## src/rtl/rf_pkg.sv

```systemverilog
// Shared constants for the multi-port register file: default geometry and
// the MIPS register aliases that benches and issue logic refer to by name.
package rf_pkg;

  localparam int DATA_W_DEF = 32;
  localparam int DEPTH_DEF  = 32;

  localparam int REG_ZERO = 0;
  localparam int REG_RA   = 31;

endpackage : rf_pkg

```

## src/rtl/rf_read_port.sv

```systemverilog
// One read port of register_file_mp: storage mux, write-through forwarding
// and the busy bit of the addressed register.
module rf_read_port #(
  parameter int DATA_W   = 32,
  parameter int DEPTH    = 32,
  parameter int ADDR_W   = $clog2(DEPTH),
  parameter bit ZERO_REG = 1'b1,
  parameter bit BYPASS   = 1'b1
) (
  input  logic [ADDR_W-1:0] rd_addr,
  input  logic [DATA_W-1:0] regs [DEPTH],
  input  logic [DEPTH-1:0]  busy,
  input  logic              we0,
  input  logic [ADDR_W-1:0] wa0,
  input  logic [DATA_W-1:0] wd0,
  input  logic              we1,
  input  logic [ADDR_W-1:0] wa1,
  input  logic [DATA_W-1:0] wd1,
  output logic [DATA_W-1:0] rd_data,
  output logic              rd_busy
);

  logic zero_hit;
  logic hit0;
  logic hit1;

  assign zero_hit = ZERO_REG && (rd_addr == '0);
  assign hit0     = BYPASS && we0 && (wa0 == rd_addr);
  assign hit1     = BYPASS && we1 && (wa1 == rd_addr);

  // Port 1 is checked first so it wins when both writers target this address.
  always_comb begin
    if (zero_hit) begin
      rd_data = '0;
      rd_busy = 1'b0;
    end else if (hit1) begin
      rd_data = wd1;
      rd_busy = 1'b0;
    end else if (hit0) begin
      rd_data = wd0;
      rd_busy = 1'b0;
    end else begin
      rd_data = regs[rd_addr];
      rd_busy = busy[rd_addr];
    end
  end

endmodule : rf_read_port

```

## src/rtl/register_file_mp.sv

```systemverilog
// Multi-port register file for a pipelined MIPS core: two writers, NUM_RD
// combinational readers and a per-register pending-write scoreboard.
module register_file_mp
  import rf_pkg::*;
#(
  parameter  int DATA_W   = DATA_W_DEF,
  parameter  int DEPTH    = DEPTH_DEF,
  parameter  int NUM_RD   = 2,
  parameter  bit ZERO_REG = 1'b1,
  parameter  bit BYPASS   = 1'b1,
  localparam int ADDR_W   = $clog2(DEPTH)
) (
  input  logic                     clk,
  input  logic                     reset,
  input  logic [NUM_RD*ADDR_W-1:0] readAddr,
  output logic [NUM_RD*DATA_W-1:0] readData,
  output logic [NUM_RD-1:0]        readBusy,
  input  logic                     writeEnable0,
  input  logic [ADDR_W-1:0]        writeAddr0,
  input  logic [DATA_W-1:0]        writeData0,
  input  logic                     writeEnable1,
  input  logic [ADDR_W-1:0]        writeAddr1,
  input  logic [DATA_W-1:0]        writeData1,
  input  logic                     reserveEnable,
  input  logic [ADDR_W-1:0]        reserveAddr,
  output logic [DEPTH-1:0]         busyVec
);

  logic [DATA_W-1:0] mem_q [DEPTH];
  logic [DATA_W-1:0] mem_d [DEPTH];
  logic [DEPTH-1:0]  busy_q;
  logic [DEPTH-1:0]  busy_d;

  // NOTE: every output of this block starts from its held value, so no path
  // leaves a variable unassigned and no latch is inferred.
  always_comb begin
    mem_d  = mem_q;
    busy_d = busy_q;
    // NOTE: blocking assignments in sequence give later statements priority:
    // port 1 data overrides port 0, and a reservation overrides a write clear.
    if (writeEnable0) begin
      mem_d[writeAddr0]  = writeData0;
      busy_d[writeAddr0] = 1'b0;
    end
    if (writeEnable1) begin
      mem_d[writeAddr1]  = writeData1;
      busy_d[writeAddr1] = 1'b0;
    end
    if (reserveEnable) begin
      busy_d[reserveAddr] = 1'b1;
    end
    if (ZERO_REG) begin
      mem_d[0]  = '0;
      busy_d[0] = 1'b0;
    end
  end

  // NOTE: the storage array is reset along with the scoreboard so nothing
  // ever reads X; this costs a reset net per flop but is required here.
  always_ff @(posedge clk or negedge reset) begin
    if (!reset) begin
      for (int i = 0; i < DEPTH; i++) begin
        mem_q[i] <= '0;
      end
      busy_q <= '0;
    end else begin
      mem_q  <= mem_d;
      busy_q <= busy_d;
    end
  end

  assign busyVec = busy_q;

  for (genvar k = 0; k < NUM_RD; k++) begin : g_rd
    rf_read_port #(
      .DATA_W   (DATA_W),
      .DEPTH    (DEPTH),
      .ADDR_W   (ADDR_W),
      .ZERO_REG (ZERO_REG),
      .BYPASS   (BYPASS)
    ) u_rd (
      .rd_addr (readAddr[k*ADDR_W +: ADDR_W]),
      .regs    (mem_q),
      .busy    (busy_q),
      .we0     (writeEnable0),
      .wa0     (writeAddr0),
      .wd0     (writeData0),
      .we1     (writeEnable1),
      .wa1     (writeAddr1),
      .wd1     (writeData1),
      .rd_data (readData[k*DATA_W +: DATA_W]),
      .rd_busy (readBusy[k])
    );
  end

endmodule : register_file_mp

```

## config.mk

```make
export PLATFORM = sky130hd
export DESIGN_NAME = register_file_mp
export DESIGN_NICKNAME = d
export VERILOG_FILES = /design/src/rtl/rf_pkg.sv /design/src/rtl/rf_read_port.sv /design/src/rtl/register_file_mp.sv
export SDC_FILE = /design/constraint.sdc
export NUM_CORES = 2
export LEC_CHECK = 0
export CAP_MARGIN = 0
export CELL_PAD_IN_SITES_DETAIL_PLACEMENT = 2
export CELL_PAD_IN_SITES_GLOBAL_PLACEMENT = 2
export CORE_MARGIN = 2
export CORE_UTILIZATION = 42
export DETAILED_ROUTE_END_ITERATION = 7
export PLACE_DENSITY = 0.84
export SLEW_MARGIN = 40
export SYNTH_ARGS = -nofsm -noshare
export SYNTH_HDL_FRONTEND = slang
export SYNTH_SLANG_ARGS = --single-unit
```

## constraint.sdc

```tcl
create_clock -name clk -period 3.1 [get_ports clk]
set_input_delay 0.31 -clock clk [delete_from_list [all_inputs] [get_ports clk]]
set_output_delay 0.31 -clock clk [all_outputs]
set_load 0.005 [all_outputs]
```

==> run summary, run 1 <==
Effective utilization at floorplan: 42.3%. For this run, the number of Yosys warnings is 0. In the synthesized netlist, the cells that appear most often are 1434 x mux2i_1, 1023 x dfrtp_1, 666 x nand2_1. Synthesis inferred 1023 register bits. The tool reported: "[ERROR GRT-0232] Routing congestion too high. Check the congestion heatmap in the GUI".

Ranked by total cell area, the synthesized netlist is headed by dfrtp_1 39%, mux2i_1 22%, mux4_2 8.6%. The sink count of the clock tree is 1023. The initial antenna violation count was 114; the post-place instance area was 74900 um2.

The placed wire-length estimate is 256000 um. Sequential cells were found to cover 38.8% of the synthesized design area. The largest net degree at the start of global routing was 76. In this run the core area contains 145 standard-cell rows. For the cell count after synthesis, the log shows 6624.

The run gives 50 as the final global-route overflow total. The height of the chip was 401 um. In the global route stage, overall resource usage came out at 83.4%. For this design the top-level I/O count stands at 192. The fraction of post-synthesis cell area in the top cell type by area was 38.8%; the average instance area after synthesis was 9.97 um2. The maximum buffer depth of the clock tree came out at 3. The congestion estimate from routability-driven global placement came to 0.967.

The netlist uses 66 different library cells. For the number of clock buffers inserted by TritonCTS, the log shows 120. For the maximum level of the CTS H-tree, the log shows 3.

In the global-route stage, repair_timing last flagged the worst endpoint as readData[5]. Including well taps, the total number of placed cells is 8741. Cell type with the highest aggregate area in the netlist: dfrtp_1.

The die width is 401 um, and the number of enable flip-flop cells after synthesis is 0. The cell area after synthesis is 66000 um2. The run stopped with a tool error. Worst endpoint pin kind: a top-level output. The flow stopped in global routing.

The cell chosen for the clock root was clkbuf_16. The post-synthesis async set-or-reset flop share was 100%. Counting every net in the synthesized netlist gives 6718. The cell with the most instances after synthesis was mux2i_1.

The most used flip-flop cell after synthesis was dfrtp_1. The total of buffers placed on input and output ports is 190.
through the flow:
stage | setup slack (ns) | utilization, %
4_1_cts | -0.252 | 52.5
3_5_place_dp | -0.920 | 47.9
2_1_floorplan | 0.683 | -
3_3_place_gp | -0.896 | 47.9
repair_timing:
action,4_1_cts
cloned,1
pin swaps,96
gates resized for setup,557
buffers inserted,130
hold endpoints to repair,38
endpoints found under the setup margin,66
hold buffers,1
cell families after synthesis:
family,count (synthesis),share of synthesized area (%)
buffers and inverters,854,5.90
AOI/OAI and AO/OA,1550,14.0
muxes,1806,32.4
and+or+nand+nor,1370,8.71
other,1,0.00568
DFF,1023,38.8
xor gates and xnor gates,20,0.265
metal layers:
metal,overflow,global-route usage (%)
met1,0,82.2
met2,20,91.9
met3,3,78.0
met4,27,80.9
met5,0,64.6
==> run 2, diff against run 1 <==
--- a/config.mk
+++ b/config.mk
@@ -6,12 +6,10 @@
 export NUM_CORES = 2
 export LEC_CHECK = 0
 export CAP_MARGIN = 0
-export CELL_PAD_IN_SITES_DETAIL_PLACEMENT = 2
-export CELL_PAD_IN_SITES_GLOBAL_PLACEMENT = 2
 export CORE_MARGIN = 2
-export CORE_UTILIZATION = 42
+export CORE_UTILIZATION = 40
 export DETAILED_ROUTE_END_ITERATION = 7
-export PLACE_DENSITY = 0.84
+export PLACE_DENSITY_LB_ADDON = 0.15
 export SLEW_MARGIN = 40
 export SYNTH_ARGS = -nofsm -noshare
 export SYNTH_HDL_FRONTEND = slang
==> run summary, run 2 <==
In the synthesized netlist, the cells that appear most often are 1434 x mux2i_1, 1023 x dfrtp_1, 666 x nand2_1. Subtracting the final worst setup slack from the clock period gives 3.41 ns. Total power for the finished layout comes to 49.2 mW. The peak fanout along the critical path was 2. At the end of the flow the core is filled with cells to 49.3%.

The switching part of the total works out to 32.9%. The cell internal power dissipation is 33.0 mW, and the remaining antenna violation count after routing is 0. In this run, distinct cell masters in the synthesized netlist total 66. Counting the fill cells in the layout gives 14900. VDD sags by at most 489 uV.

The total count of max-transition violations in the final report was 0; the number of synthesized register bits was 1023. The register cell area after layout was 25600 um2; the height of the chip was 410 um. From synthesis to final layout, the design area changed by 22.7%.

The logs give 6932 for the post-layout net count and 0.77 ns for the clock latency on the worst-skew pair. After synthesis, the mean cell area works out to 9.97 um2. Combinational family with the most area after synthesis: multiplexers. The tools report the critical path required time as 2.79 ns. In this run the tool buffered the top-level ports with 190 buffer cells. Setup violations remaining at the end of the flow were counted as 15. The flow ran to the end, but the final reports show violations. The cell chosen for the clock root is clkbuf_16.

The logs give 206000 um for the placed wire-length estimate and 74900 um2 for the post-place instance area. The combinational share of power came out at 27.9%. For the count of vias placed by the detailed router, the log shows 58900. Summing the areas of all fa, ha and maj instances in the mapped netlist gives 0% of the synthesized area. The final reports fail on setup timing. The first global-routing pass estimated 443000 um of wire. The H-tree was split into 3 levels. Worst path setup slack after routing: -0.310 ns. TritonCTS built the clock tree.

For this run, the leading register cell type out of synthesis is dfrtp_1. The portion of the clock cycle consumed by the worst path in the final layout came out at 110%. The worst hold slack after final layout is 0.0693 ns, and the number of hold-slack violations in the final timing report is 0. Post-layout instance area: 81000 um2.

The die width is 410 um, and the data arrival time of the critical path is 3.10 ns. Summed over all nets, the switching power comes to 16.2 mW. Dividing the detail-routed wire length by the instance count gives 34.5 um. Timing would allow up to 293 MHz. After synthesis, the share of flip-flops with an asynchronous set or reset is 100%. The tools report the count of standard-cell rows as 149. The share of total power dissipated in sequential elements is 40.4%. Leaving out fill and tap cells, the most frequent cells in the layout are 1429 x mux2i_1, 1022 x dfrtp_1, 636 x nand2_1, 533 x o21ai_0, 531 x buf_4. The sink count of the clock tree was 1023. Summing every instance area after synthesis gives 66000 um2. The delay of the slowest cell on the worst path works out to 0.68 ns.

Leaving out fill and tap cells, the most frequent cell in the layout is mux2i_1. After clock tree synthesis, the clock-pin slew on the worst setup and hold paths is 0.06 ns. The first detailed-routing pass took 6 iterations. Yosys mapped a number of flops with a built-in enable equal to 0.

The share of synthesized area in the top cell type comes to 38.8%. Pin placement for this block handled 192 I/O pins. The clock passes through at most 3 buffers. The min-delay analysis places its worst path in the category in2async.

The number of global-route vias before repair is 56500. Of the cells placed in the final design, the portion with a size suffix greater than 1 is 23.0%. Counting every net in the synthesized netlist gives 6718. The tool flagged a number of max-cap violations equal to 0. The congestion estimate from routability-driven global placement came to 0.965. The share of the Yosys chip area taken by registers is 38.8%.

The cell count after synthesis came out at 6624. The run gives 7807 as the count of routing violations after the opening detailed-route iteration. The simple-gate portion of the synthesized area came out at 8.71%.

By startpoint and endpoint, the worst setup path is classified as reg2out. On the final layout, the worst clock skew is 0 ns. The headroom to the max-slew limit is 39.4%, and the placeable core region is 164000 um2. The final layout contains routed wiring with a total length of 315000 um.

The element type at the critical path end is an output pin. The synthesized netlist devotes 0.265% of its cell area to XOR and XNOR gates. The compound-gate portion of the synthesized area was 14.0%.

The number of clock buffers added by TritonCTS is 121. On the critical path, the stage with the largest delay is an instance of mux4_2. Ranked by flip-flop count, first place goes to mem_q. In this run the static leakage power is 35.7 nW. For the initial antenna violation count, the log shows 7.

Using the TritonRoute via totals, the vias-per-cell ratio works out to 6.45. After synthesis, the share of cell area in mux cells is 32.4%. The worst setup path is launched from a flop. For the pin with the worst max-slew slack, the measured transition is 0.907 ns. The most numerous cell type found on the critical path is mux4_2. For this run the aggregate overflow at the end of global routing stands at 0. In the routed design, unresolved DRC markers number 0. The area of combinational cells with multiple inputs is 38400 um2, and the areal power density over the cells is 607 nW/um2.

Setup repair after global routing could not meet its margin everywhere. The effective utilization at floorplan was 40.2%. The run gives 168000 um2 as the area enclosed by the die boundary. Entering global routing, the biggest net connects 114 pins. Walking the worst path, the cells encountered are mux4_2 -> mux4_2 -> mux2i_1 -> buf_4 -> nor2_2 -> buf_2. The clock network is responsible for 31.7% of the overall power. For this run, the total global-route usage over all layers was measured as 36.6%. Of all cell types, the one taking the most synthesized area is dfrtp_1. The cell with the most instances after synthesis was mux2i_1. The register with the most flip-flops in the layout has 992 of them. During synthesis, Yosys emitted a total of 0 warnings.

By area the synthesized netlist is led by dfrtp_1 39%, mux2i_1 22%, mux4_2 8.6%.
==> run 2: cell type report <==
| cell class | count | share of cell area [%] |
|---|---|---|
| Inverter | 8 | 0.0371 |
| Clock inverter | 47 | 0.757 |
| Multi-Input combinational cell | 4747 | 47.4 |
| Timing Repair Buffer | 937 | 12.3 |
| Sequential cell | 1023 | 31.6 |
| Clock buffer | 183 | 4.51 |
| Antenna cell | 4 | 0.0124 |
| Tap cell | 2189 | 3.38 |
==> run 2: kinds of logic after synthesis <==
logic type	Yosys count
AOI/OAI and AO/OA	1550
xor gates and xnor gates	20
buffers and inverters	854
DFF	1023
muxes	1806
other	1
and+or+nand+nor	1370
==> run 2: routing by layer <==
metal | GRT usage (%) | up-vias | wire, um
met5 | 0.144 | - | 84
met4 | 19.0 | 10 | 18500
met3 | 11.6 | 857 | 38700
met2 | 51.9 | 3804 | 132000
met1 | 49.7 | 29600 | 126000
li1 | - | 24600 | -
==> run 2: worst max-delay path: cells and delay by family, from the launching register on <==
family / cells / cell delay [ns]
mux: 3 / 1.54
flops: 1 / 0.39
buf+inv: 2 / 0.34
simple gates: 1 / 0.04
==> run 2: per-stage QoR <==
stage          TNS, ns  worst slack, ns  instances
2_1_floorplan        0            0.683       6624
3_3_place_gp    -24.90           -0.754       8839
3_5_place_dp    -22.41           -0.697       8839
4_1_cts          -1.09           -0.241       9106
5_1_grt          -1.66           -0.301       9134
6_report         -1.35           -0.310       9138
==> run 2: path summary, 6_finish.rpt <==
path / startpoint / cells past startpoint / slack, ns / endpoint
worst max register to register: mem_q[803] / 3 / 2.18 / mem_q[803]
max in group asynchronous: reset / 3 / 1.85 / mem_q[213]
worst min-delay path: reset / 2 / 0.07 / mem_q[102]
worst min register to register: busyVec[7] / 1 / 0.58 / busyVec[7]
worst max-delay path: busyVec[23] / 6 / -0.31 / readBusy[1]
min in group clk: writeData1[25] / 3 / 0.32 / mem_q[505]
==> run 2: power groups by stage <==
stage / Sequential (mW) / Clock, mW / Combinational (mW)
after floorplan: 18.9 / 0 / 8.37
after global placement: 19.9 / 0 / 12.6
after detailed placement: 20.0 / 0 / 12.8
after CTS: 19.8 / 15.7 / 13.3
after global routing: 20.3 / 16.2 / 14.6
final: 19.9 / 15.6 / 13.7
==> run 2: repair_timing <==
item / in CTS / in global routing
pin swaps: 58 / 24
hold buffers: 1 / 0
buffers inserted: 45 / 26
endpoints found under the setup margin: 66 / 38
hold endpoints to repair: 199 / 0
gates resized for setup: 348 / 47
cloned: 2 / 2
Note: power is estimated with default switching activity, not from simulation.
